**src/rtl/itree_config_loader_if.sv**
```systemverilog
// Byte-serial configuration stream in, committed isolation-tree image out.
// The master drives the stream; the slave is the loader.
interface itree_config_loader_if #(
  parameter int unsigned TREE_BITS = 256
);
  logic [7:0]           cfg_byte;
  logic                 cfg_valid;
  logic                 cfg_abort;
  logic                 cfg_ready;
  logic [TREE_BITS-1:0] itree_input;
  logic                 load_itree;
  logic                 busy;
  logic                 frame_error;
  logic [7:0]           load_count;

  modport master (
    output cfg_byte, cfg_valid, cfg_abort,
    input  cfg_ready, itree_input, load_itree, busy, frame_error, load_count
  );

  modport slave (
    input  cfg_byte, cfg_valid, cfg_abort,
    output cfg_ready, itree_input, load_itree, busy, frame_error, load_count
  );
endinterface

```
**src/rtl/itree_config_loader.sv**
```systemverilog
// Assembles a SYNC-framed byte stream into a tree image and commits it with a one-cycle strobe.
// Define ITREE_CHECKSUM_EN to require a trailing mod-256 zero-sum checksum byte per frame.
module itree_config_loader #(
  parameter int unsigned TREE_BITS = 256,
  parameter logic [7:0]  SYNC_BYTE = 8'hA5
) (
  input logic                  clk,
  input logic                  reset,
  itree_config_loader_if.slave bus
);
  localparam int unsigned NUM_BYTES = TREE_BITS / 8;
  localparam int unsigned CNT_W     = (NUM_BYTES > 1) ? $clog2(NUM_BYTES) : 1;
  localparam logic [CNT_W-1:0] LAST_IDX = CNT_W'(NUM_BYTES - 1);

  typedef enum logic [1:0] {
    StIdle,
    StPayload,
    StCommit
`ifdef ITREE_CHECKSUM_EN
    , StCheck
`endif
  } state_e;

  state_e               r_state;
  logic [TREE_BITS-1:0] r_shadow;
  logic [TREE_BITS-1:0] r_itree;
  logic [CNT_W-1:0]     r_cnt;
  logic                 r_load;
  logic                 r_busy;
  logic                 r_cfg_ready;
  logic [7:0]           r_load_count;
  logic [TREE_BITS-1:0] w_shadow_next;
  logic                 w_accept;

  assign w_accept = bus.cfg_valid && r_cfg_ready;

  // Shadow image with the current byte merged at its little-endian slot.
  always_comb begin
    w_shadow_next = r_shadow;
    w_shadow_next[{r_cnt, 3'b000} +: 8] = bus.cfg_byte;
  end

`ifdef ITREE_CHECKSUM_EN
  logic [7:0] r_acc;
  logic [7:0] w_sum;
  logic       r_frame_error;
  assign w_sum = r_acc + bus.cfg_byte;
  assign bus.frame_error = r_frame_error;
`else
  assign bus.frame_error = 1'b0;
`endif

  always_ff @(posedge clk) begin
    if (reset) begin
      r_state      <= StIdle;
      r_shadow     <= '0;
      r_itree      <= '0;
      r_cnt        <= '0;
      r_load       <= 1'b0;
      r_busy       <= 1'b0;
      r_cfg_ready  <= 1'b1;
      r_load_count <= 8'd0;
`ifdef ITREE_CHECKSUM_EN
      r_acc         <= 8'd0;
      r_frame_error <= 1'b0;
`endif
    end else begin
      r_load <= 1'b0;
`ifdef ITREE_CHECKSUM_EN
      r_frame_error <= 1'b0;
`endif
      case (r_state)
        StIdle: begin
          if (w_accept && bus.cfg_byte == SYNC_BYTE) begin
            r_state <= StPayload;
            r_busy  <= 1'b1;
            r_cnt   <= '0;
`ifdef ITREE_CHECKSUM_EN
            r_acc   <= 8'd0;
`endif
          end
        end
        StPayload: begin
          if (bus.cfg_abort) begin
            r_state <= StIdle;
            r_busy  <= 1'b0;
          end else if (w_accept) begin
            r_shadow <= w_shadow_next;
            r_cnt    <= r_cnt + 1'b1;
`ifdef ITREE_CHECKSUM_EN
            r_acc    <= w_sum;
            if (r_cnt == LAST_IDX) r_state <= StCheck;
`else
            // Commit side effects land on this edge so they are visible during StCommit.
            if (r_cnt == LAST_IDX) begin
              r_state      <= StCommit;
              r_cfg_ready  <= 1'b0;
              r_itree      <= w_shadow_next;
              r_load       <= 1'b1;
              r_load_count <= (r_load_count == 8'hFF) ? r_load_count : r_load_count + 8'd1;
            end
`endif
          end
        end
`ifdef ITREE_CHECKSUM_EN
        StCheck: begin
          if (bus.cfg_abort) begin
            r_state <= StIdle;
            r_busy  <= 1'b0;
          end else if (w_accept) begin
            if (w_sum == 8'd0) begin
              r_state      <= StCommit;
              r_cfg_ready  <= 1'b0;
              r_itree      <= r_shadow;
              r_load       <= 1'b1;
              r_load_count <= (r_load_count == 8'hFF) ? r_load_count : r_load_count + 8'd1;
            end else begin
              r_state       <= StIdle;
              r_busy        <= 1'b0;
              r_frame_error <= 1'b1;
            end
          end
        end
`endif
        StCommit: begin
          r_state     <= StIdle;
          r_busy      <= 1'b0;
          r_cfg_ready <= 1'b1;
        end
        default: begin
          r_state     <= StIdle;
          r_busy      <= 1'b0;
          r_cfg_ready <= 1'b1;
        end
      endcase
    end
  end

  assign bus.cfg_ready   = r_cfg_ready;
  assign bus.itree_input = r_itree;
  assign bus.load_itree  = r_load;
  assign bus.busy        = r_busy;
  assign bus.load_count  = r_load_count;
endmodule
```
**src/flat_wrapper.sv**
```systemverilog
// flat-port wrapper written by rule: the top's interface ports become plain ports
module itree_config_loader_flat 
#(
  parameter int unsigned TREE_BITS = 256,
  parameter logic [7:0]  SYNC_BYTE = 8'hA5
)
  (clk, reset, bus_cfg_byte, bus_cfg_valid, bus_cfg_abort, bus_cfg_ready, bus_itree_input, bus_load_itree, bus_busy, bus_frame_error, bus_load_count);
  itree_config_loader_if #(.TREE_BITS(TREE_BITS)) bus_i ();
  input logic clk;
  input logic reset;
  input wire logic [$bits(bus_i.cfg_byte)-1:0] bus_cfg_byte;
  input wire logic [$bits(bus_i.cfg_valid)-1:0] bus_cfg_valid;
  input wire logic [$bits(bus_i.cfg_abort)-1:0] bus_cfg_abort;
  output wire logic [$bits(bus_i.cfg_ready)-1:0] bus_cfg_ready;
  output wire logic [$bits(bus_i.itree_input)-1:0] bus_itree_input;
  output wire logic [$bits(bus_i.load_itree)-1:0] bus_load_itree;
  output wire logic [$bits(bus_i.busy)-1:0] bus_busy;
  output wire logic [$bits(bus_i.frame_error)-1:0] bus_frame_error;
  output wire logic [$bits(bus_i.load_count)-1:0] bus_load_count;
  assign bus_i.cfg_byte = bus_cfg_byte;
  assign bus_i.cfg_valid = bus_cfg_valid;
  assign bus_i.cfg_abort = bus_cfg_abort;
  assign bus_cfg_ready = bus_i.cfg_ready;
  assign bus_itree_input = bus_i.itree_input;
  assign bus_load_itree = bus_i.load_itree;
  assign bus_busy = bus_i.busy;
  assign bus_frame_error = bus_i.frame_error;
  assign bus_load_count = bus_i.load_count;
  itree_config_loader #(.TREE_BITS(TREE_BITS), .SYNC_BYTE(SYNC_BYTE)) u_core (.clk(clk), .reset(reset), .bus(bus_i));
endmodule
```
**config.mk**
```make
export PLATFORM = sky130hd
export DESIGN_NAME = itree_config_loader_flat
export DESIGN_NICKNAME = d
export VERILOG_FILES = /design/src/rtl/itree_config_loader_if.sv /design/src/rtl/itree_config_loader.sv /design/src/flat_wrapper.sv
export SDC_FILE = /design/constraint.sdc
export NUM_CORES = 1
export LEC_CHECK = 0
export BUFFER_PORTS_ARGS = -buffer_cell sky130_fd_sc_hd__buf_2
export CAP_MARGIN = 25
export CORE_MARGIN = 2
export CORE_UTILIZATION = 30
export DETAILED_ROUTE_END_ITERATION = 12
export GPL_TIMING_DRIVEN = 0
export SETUP_SLACK_MARGIN = 0.05
export SYNTH_ARGS = -nofsm -noshare
export SYNTH_HDL_FRONTEND = slang
export SYNTH_SLANG_ARGS = --single-unit
```
**constraint.sdc**
```tcl
create_clock -name clk -period 3.01 [get_ports clk]
set_clock_uncertainty 0.15 [all_clocks]
set_input_delay 0.7525 -clock clk [delete_from_list [all_inputs] [get_ports clk]]
set_output_delay 0.7525 -clock clk [all_outputs]
set_load 0.005 [all_outputs]
```
==> tab_implementation.tex, run 1 <==
\begin{tabular}{lr}
\hline
Metric & Value \\
\hline
\multicolumn{2}{l}{\textbf{Outcome}} \\
Outcome & complete, but fails checks \\
Failing checks & DRC \\
\multicolumn{2}{l}{\textbf{Worst setup path}} \\
Buf/Inv on CP & 6 \\
Ordered list of cells on the worst path & buf\_6, inv\_1, ha\_1, buf\_4, nand2b\_4, o32a\_1, buf\_6, nand2\_1, buf\_4, buf\_4, a221oi\_2, nor3\_1 \\
Library cell contributing the largest single delay on the critical path & a221oi\_2 \\
Slack of the worst reg-to-reg path & 50 ps \\
Cell with the most instances on the worst path & buf\_4 \\
R2r startpoint & u\_core.r\_cnt[0] \\
Worst-path fanout max & 10 \\
Kind of start point of the critical path & register \\
Cell class contributing the biggest share of worst-path delay & buffers and inverters \\
Delay contributed by the slowest stage of the critical path & 400 ps \\
Worst Setup End Kind & register \\
Signal arrival time at the worst endpoint & 3290 ps \\
CP Launch Point & u\_core.r\_cnt[0] \\
Reg2Reg Capture Point & u\_core.bus.itree\_input[156] \\
Depth of the worst register-to-register path & 12 \\
Number of logic stages on the critical path including buffering & 12 \\
Worst setup path category & register to register \\
Critical path endpoint & u\_core.bus.itree\_input[156] \\
CP Data Required Time & 3340 ps \\
\multicolumn{2}{l}{\textbf{Worst hold path}} \\
Kind of path behind the tightest hold check & register to register \\
\multicolumn{2}{l}{\textbf{Detailed routing}} \\
Number of vias after detailed routing & 19900 \\
Average via count per standard cell & 5.32 \\
Wire length after detailed routing & 86.6 mm \\
Avg WL per Cell & 23.1 µm \\
Total DRC errors in the routed layout & 12 \\
Number of antenna-violating nets in the routed design & 0 \\
Violation count after the first detailed-route iteration & 1929 \\
First drt pass iteration count & 9 \\
\multicolumn{2}{l}{\textbf{STA}} \\
Final period util & 98.4\% \\
Achievable clock frequency & 0.338 GHz \\
Max-slew headroom & 22.6\% \\
Number of failing hold endpoints at the final stage & 0 \\
Setup violations, final & 0 \\
RSZ-0062 raised after global routing & true \\
Final-layout worst hold slack & 329 ps \\
Final critical delay including setup and external delays & 2960 ps \\
Max-slew violation total from the final report & 0 \\
Sum Neg Setup Slack & 0 ps \\
Worst-margin pin slew & 1160 ps \\
\multicolumn{2}{l}{\textbf{Global route}} \\
Global-route wire length before repair & 124 mm \\
Number of global-route vias before repair & 18900 \\
Maximum number of pins on one net before global-route repair & 15 \\
Antenna violations before repair & 2 \\
Total congestion overflow after global routing & 0 \\
Global Route Usage Sum & 21.7\% \\
\multicolumn{2}{l}{\textbf{CTS}} \\
Longest Clk Path Bufs & 3 \\
Maximum level of the CTS H-tree & 2 \\
Number of buffers inserted for hold repair after clock tree synthesis & 0 \\
Clock buffer count from CTS & 56 \\
Clock tree from TritonCTS & yes \\
Clock latency at the later pin of the worst-skew pair & 620 ps \\
Clk pin slew, worst setup/hold paths & 70 ps \\
TritonCTS sink count & 530 \\
Root Buffer Master & clkbuf\_16 \\
\multicolumn{2}{l}{\textbf{Floorplan}} \\
Total die area & 76100 µm² \\
Initial Util & 30.4\% \\
Width of the chip & 276 µm \\
Height of the die & 276 µm \\
Number of top-level pins & 280 \\
Num rows & 99 \\
Area of the core & 73100 µm² \\
\multicolumn{2}{l}{\textbf{Power and ir drop}} \\
Peak supply drop & 0.447 mV \\
Switching share of power & 22.1\% \\
Areal power density over the cells & 531 nW/µm² \\
Int Pwr & 11.8 mW \\
Clock share of power & 51.6\% \\
Static leakage power & 12.1 nW \\
Switching pwr & 3.34 mW \\
Logic gate share of total power & 2.0\% \\
Sequential group share of total power & 46.3\% \\
\multicolumn{2}{l}{\textbf{Synth}} \\
Sequential fraction of the synthesis area & 47.8\% \\
Adder and majority gate portion of the synthesized area & 0.395\% \\
Synth Area in XOR/XNOR & 0.395\% \\
Net count of the mapped netlist & 2411 \\
Fraction of synthesized area in multiplexers & 16.8\% \\
Number of distinct library cell variants in the gate-level netlist after synthesis & 58 \\
Largest family of logic cells by synthesized area & simple AND/OR/NAND/NOR gates \\
Synth Area in Compound Gates & 11.8\% \\
Asr flop ratio synth & 0\% \\
Number of storage elements in the synthesis netlist & 530 \\
Mapped Area & 22200 µm² \\
Number of instances in the synthesized netlist & 2392 \\
EDFF count, synth & 0 \\
Post-synthesis simple-gate area fraction & 18.7\% \\
Most frequently used flop master after synthesis & dfxtp\_1 \\
Synth warnings & 0 \\
Mean cell area of the mapped netlist & 9.27 µm² \\
\multicolumn{2}{l}{\textbf{Run}} \\
Reported max-cap violation count & 0 \\
\multicolumn{2}{l}{\textbf{Placed design}} \\
Detailed placement HPWL & 63.4 mm \\
Count of buffers from port buffering & 277 \\
Final estimated routing congestion in global placement & 0.955 \\
\multicolumn{2}{l}{\textbf{Layout}} \\
Area added between synthesis and finish & 28.4\% \\
Antenna fix cells & 0 \\
Number of nets at the end of the flow & 2764 \\
Share of cells above drive strength 1 & 24.8\% \\
\hline
\end{tabular}
-- timing repair --
| action | in CTS | in global routing |
|---|---|---|
| setup endpoints to repair | 515 | 406 |
| gates resized for setup | 155 | 146 |
| buffers inserted | 16 | 12 |
| pin swaps | 9 | 14 |
-- routing by layer --
metal / track usage (%) / wire [µm]
met1: 28.6 / 37200
met5: 0 / 13
met3: 5.17 / 6680
met2: 34.0 / 39000
met4: 9.01 / 3770
-- state kept, by name, summed over array words and instances (netlist names) --
register,count
u_core.r_cnt,5
u_core.bus.load_count,8
u_core.bus.load_itree,1
u_core.bus.cfg_ready,1
u_core.r_state,2
u_core.bus.busy,1
u_core.bus.itree_input,256
u_core.r_shadow,256
-- Yosys cell counts (all sizes together) (2+ instances only) --
cell type	n	area [µm²]
a211oi	113	848
a21o	2	15.0
a21oi	21	263
a221oi	128	1120
a311oi	17	149
and2	12	75.1
and3	34	213
and4	2	17.5
buf	47	248
clkbuf	167	627
dfxtp	530	10600
ha	7	87.6
inv	3	11.3
mux2	2	22.5
mux2i	370	3710
nand2	61	229
nand2b	4	25.0
nand3	27	140
nand4	19	146
nor2	585	2250
nor2b	3	18.8
nor3	182	911
nor3b	2	20.0
nor4bb	2	20.0
o2111ai	2	30.0
o211ai	2	25.0
o21ai	17	85.1
o32a	2	20.0
o32ai	2	32.5
or3	2	12.5
xnor2	6	52.6
xor2	4	35.0
-- worst min path at each step --
stage,from,end,cells after the start
2_1_floorplan,u_core.r_shadow[100],u_core.bus.itree_input[100],2
3_3_place_gp,u_core.r_shadow[103],u_core.bus.itree_input[103],2
3_5_place_dp,u_core.r_shadow[103],u_core.bus.itree_input[103],2
4_1_cts,u_core.r_shadow[3],u_core.bus.itree_input[3],2
5_1_grt,u_core.bus.itree_input[168],u_core.bus.itree_input[168],2
6_report,u_core.r_shadow[3],u_core.bus.itree_input[3],2
-- power by group through the flow --
stage	clock [mW]	combinational, mW	sequential, mW
floorplan	0	0.141	7.17
global placement	0	0.289	7.17
detailed placement	0	0.289	7.17
CTS	7.88	0.291	7.01
global route	8.14	0.319	7.01
finish	7.81	0.310	7.01
-- cells in the final DEF (no fill, tap or decap), types with 24 or more instances in the layout --
cell type / netlist / layout
nor2_1: 578 / 570
and3_1: 34 / 33
a221oi_1: 128 / 64
nand2_1: 61 / 45
dfxtp_1: 530 / 528
clkbuf_1: 167 / 120
clkbuf_2: 0 / 24
clkbuf_16: 0 / 56
mux2i_1: 369 / 368
nor3_2: 0 / 30
buf_2: 42 / 297
buf_4: 5 / 39
a211oi_1: 113 / 113
a221oi_2: 0 / 52
nor3_1: 182 / 141
-- worst register-to-register path: stages (launching register included) --
cell and delay [ps]:
dfxtp_2 390, buf_6 180, inv_1 90, ha_1 190, buf_4 190, nand2b_4 160, o32a_1 220, buf_6 220
nand2_1 100, buf_4 210, buf_4 220, a221oi_2 400, nor3_1 90
-- metrics by stage --
step                setup WS, ps  utilization, %  power (mW)  instance area [µm²]  std cells
finish                      48.0            39.0        15.1                28500       3749
global route               -90.7            39.0        15.5                28500       3749
detailed placement         -1030            33.9        7.46                24800       3630
floorplan                    259               -        7.31                22200       2392
global placement           -1120            33.9        7.46                24800       3628
CTS                         4.94            37.9        15.2                27700       3741
-- area by class of cell --
cell class	instances	area [µm²]
Clock buffer	71	1580
Timing Repair Buffer	310	1740
Sequential cell	530	10600
Buffer	199	977
Clock inverter	32	497
Tap cell	959	1200
Multi-Input combinational cell	1644	11900
Fill cell	7408	44600
Inverter	4	15.0
-- cells by family after synthesis --
logic type,after synthesis
compound gates,311
flops,530
xor+xnor,10
other cells,1
simple gates,943
fa+ha+maj,7
buf+inv,218
mux,372
Power figures use the tool's default switching activity.
==> inputs of run 2 (changes only) <==
- CORE_ASPECT_RATIO: unset -> 1.5
- TNS_END_PERCENT: unset -> 50
==> tab_implementation.tex, run 2 (synthesis gave the netlist of run 1 again) <==
\begin{tabular}{lr}
\hline
Metric & Value \\
\hline
\multicolumn{2}{l}{\textbf{STA}} \\
Final critical delay including setup and external delays & 3080 ps (+120 ps) \\
Final period util & 102\% (+4.0 points) \\
Max-slew headroom & 27.1\% (+4.5 points) \\
Setup violations, final & 13 (+13) \\
Number of failing hold endpoints at the final stage & 0 (unchanged) \\
Final Worst Setup Slack & -71.8 ps (-120 ps) \\
RSZ-0062 raised after global routing & true \\
Sum Neg Setup Slack & -291 ps (-291 ps) \\
Max-slew violation total from the final report & 0 (unchanged) \\
Achievable clock frequency & 0.324 GHz (-3.9\%) \\
Worst-margin pin slew & 1090 ps (-67.9 ps) \\
\multicolumn{2}{l}{\textbf{Worst setup path}} \\
R2r startpoint & u\_core.r\_cnt[0] \\
Slack of the worst reg-to-reg path & -70 ps (-120 ps) \\
Delay contributed by the slowest stage of the critical path & 480 ps (+80 ps) \\
Reg2Reg Capture Point & u\_core.bus.itree\_input[55] \\
CP Data Required Time & 3320 ps (-20 ps) \\
Library cell contributing the largest single delay on the critical path & a221oi\_2 \\
Depth of the worst register-to-register path & 9 (-3) \\
Signal arrival time at the worst endpoint & 3390 ps (+100 ps) \\
Kind of start point of the critical path & register \\
Worst Setup End Kind & register \\
Ordered list of cells on the worst path & buf\_6, inv\_1, ha\_1, clkbuf\_4, xor2\_2, and2\_1, o21ai\_1, a221oi\_2, nor3\_1 \\
Worst-path fanout max & 10 (unchanged) \\
Worst setup path category & register to register \\
\multicolumn{2}{l}{\textbf{Global route}} \\
Antenna violations before repair & 2 (unchanged) \\
Global Route Usage Sum & 22.4\% (+0.72 points) \\
Number of global-route vias before repair & 19200 (+1.7\%) \\
Total congestion overflow after global routing & 0 (unchanged) \\
Maximum number of pins on one net before global-route repair & 16 (+1) \\
Global-route wire length before repair & 127 mm (+3.1\%) \\
\multicolumn{2}{l}{\textbf{Floorplan}} \\
Height of the die & 337 µm (+22\%) \\
Area of the core & 73600 µm² (+0.67\%) \\
Num rows & 122 (+23\%) \\
Width of the chip & 226 µm (-18\%) \\
Total die area & 76200 µm² (about the same) \\
Number of top-level pins & 280 (unchanged) \\
Initial Util & 30.2\% (-0.20 points) \\
\multicolumn{2}{l}{\textbf{Placed design}} \\
Placed Instances & 3664 (+0.94\%) \\
Detailed placement HPWL & 66.9 mm (+5.5\%) \\
Count of buffers from port buffering & 277 (unchanged) \\
Pre-CTS setup slack & -1000 ps (+27.8 ps) \\
Final estimated routing congestion in global placement & 0.933 (-2.4\%) \\
\multicolumn{2}{l}{\textbf{Power and ir drop}} \\
Switching pwr & 3.21 mW (-3.8\%) \\
Logic gate share of total power & 2.1\% (about the same) \\
Areal power density over the cells & 513 nW/µm² (-3.3\%) \\
Peak supply drop & 0.412 mV (-7.9\%) \\
Clock share of power & 49.5\% (-2.1 points) \\
Sequential group share of total power & 48.4\% (+2.1 points) \\
Static leakage power & 11.8 nW (-2.4\%) \\
Int Pwr & 11.3 mW (-4.4\%) \\
Switching share of power & 22.2\% (+0.098 points) \\
\multicolumn{2}{l}{\textbf{Run}} \\
Reported max-cap violation count & 0 (unchanged) \\
\multicolumn{2}{l}{\textbf{Layout}} \\
Share of cells above drive strength 1 & 24.4\% (-0.42 points) \\
Final std cells w/o fill & 3769 (+0.53\%) \\
Area added between synthesis and finish & 27.2\% \\
Commonest cells after routing, fill and taps aside & 561 x nor2\_1, 528 x dfxtp\_1, 361 x mux2i\_1, 297 x buf\_2, 146 x nor3\_1 \\
Number of nets at the end of the flow & 2754 (-0.36\%) \\
Most frequent standard cell in the layout excluding fill and tap cells & nor2\_1 \\
Fill cells & 7607 (+2.7\%) \\
Antenna fix cells & 0 (unchanged) \\
\multicolumn{2}{l}{\textbf{Detailed routing}} \\
Wire length after detailed routing & 88.7 mm (+2.4\%) \\
Total DRC errors in the routed layout & 0 (-12) \\
Average via count per standard cell & 5.24 (-1.5\%) \\
Number of antenna-violating nets in the routed design & 0 (unchanged) \\
Violation count after the first detailed-route iteration & 1502 (-22\%) \\
Number of vias after detailed routing & 19700 (-1.0\%) \\
Avg WL per Cell & 23.5 µm (+1.9\%) \\
First drt pass iteration count & 6 (-3) \\
\multicolumn{2}{l}{\textbf{Outcome}} \\
Failing checks & setup timing \\
Outcome & complete, but fails checks \\
\multicolumn{2}{l}{\textbf{Worst hold path}} \\
Startpoint of the tightest hold check path & u\_core.r\_shadow[0] \\
WHS Endpoint & u\_core.bus.itree\_input[0] \\
Kind of path behind the tightest hold check & register to register \\
Number of cells traversed by the worst hold path & 2 (unchanged) \\
\multicolumn{2}{l}{\textbf{CTS}} \\
Maximum level of the CTS H-tree & 2 (unchanged) \\
Clock tree from TritonCTS & yes \\
Clock latency at the later pin of the worst-skew pair & 600 ps (-20 ps) \\
Clk pin slew, worst setup/hold paths & 70 ps (about the same) \\
Clock buffer count from CTS & 51 (-8.9\%) \\
TritonCTS sink count & 530 (unchanged) \\
Root Buffer Master & clkbuf\_16 \\
Longest Clk Path Bufs & 3 (unchanged) \\
Number of buffers inserted for hold repair after clock tree synthesis & 0 (unchanged) \\
\hline
\end{tabular}
run 2: changes by cell type in the layout (fill, tap and decap cells not counted), sizes merged:
cell	delta
buf	+3
bufinv	-3
clkbuf	-9
clkinv	-9
clkinvlp	+3
inv	+2
run 2: power by group through the flow:
| stage | clock [mW] | sequential [mW] | combinational, mW |
|---|---|---|---|
| global route | 7.52 | 7.01 | 0.310 |
| floorplan | 0 | 7.17 | 0.141 |
| global placement | 0 | 7.17 | 0.293 |
| detailed placement | 0 | 7.17 | 0.293 |
| CTS | 7.24 | 7.01 | 0.295 |
| finish | 7.17 | 7.01 | 0.303 |
run 2: worst max path at each step:
stage / from / endpoint / slack [ps] / cells after the start
final: u_core.r_cnt[0] / u_core.bus.itree_input[55] / -70 / 9
after global routing: u_core.r_cnt[0] / u_core.bus.itree_input[17] / -180 / 10
after CTS: u_core.r_cnt[0] / u_core.bus.itree_input[41] / -100 / 9
after detailed placement: bus_cfg_abort / u_core.bus.itree_input[31] / -1000 / 7
after global placement: bus_cfg_abort / u_core.bus.itree_input[31] / -1040 / 7
after floorplan: u_core.r_cnt[0] / u_core.r_shadow[160] / 260 / 10
run 2: layout make-up:
type / instances / area (µm²) / share of cell area, %
inverters: 4 / 15.0 / 0.0532
clock buffers: 70 / 1480 / 5.24
repair buffers: 312 / 1790 / 6.34
multi-input cells: 1644 / 11800 / 41.7
plain buffers: 192 / 927 / 3.29
clock inverters: 25 / 387 / 1.37
flip-flops and latches: 530 / 10600 / 37.6
well taps: 992 / 1240 / 4.40
run 2: worst max-delay path: cells and delay by family (launching register included):
| kind | cells | cell delay, ps |
|---|---|---|
| AND/OR/NAND/NOR | 2 | 460 |
| flip-flops | 1 | 390 |
| buffers and inverters | 3 | 450 |
| adder cells (fa/ha/maj) | 1 | 200 |
| XOR/XNOR | 1 | 400 |
| AO/OA/AOI/OAI | 2 | 890 |
run 2: per-layer routing:
metal | global-route usage, % | vias to the layer above | routed length, µm | share of wire [%]
met5 | 0 | - | 11 | 0.012
met4 | 12.3 | 2 | 5400 | 6.1
met3 | 5.20 | 241 | 6510 | 7.3
met2 | 40.1 | 740 | 43900 | 49
met1 | 24.4 | 9538 | 32900 | 37
li1 | - | 9215 | - | -
run 2: through the flow:
step	util, %	power (mW)	hold WS (ps)	cell area, µm²
global route	38.3	14.8	343	28200
detailed placement	33.8	7.46	321	24900
CTS	37.4	14.5	326	27500
finish	38.3	14.5	327	28200
global placement	33.7	7.46	314	24800
floorplan	-	7.31	304	22200
run 2: what timing repair did:
item	CTS	global route
resized for setup	142	138
pin swaps	4	11
setup buffers	13	19
endpoints found under the setup margin	499	471
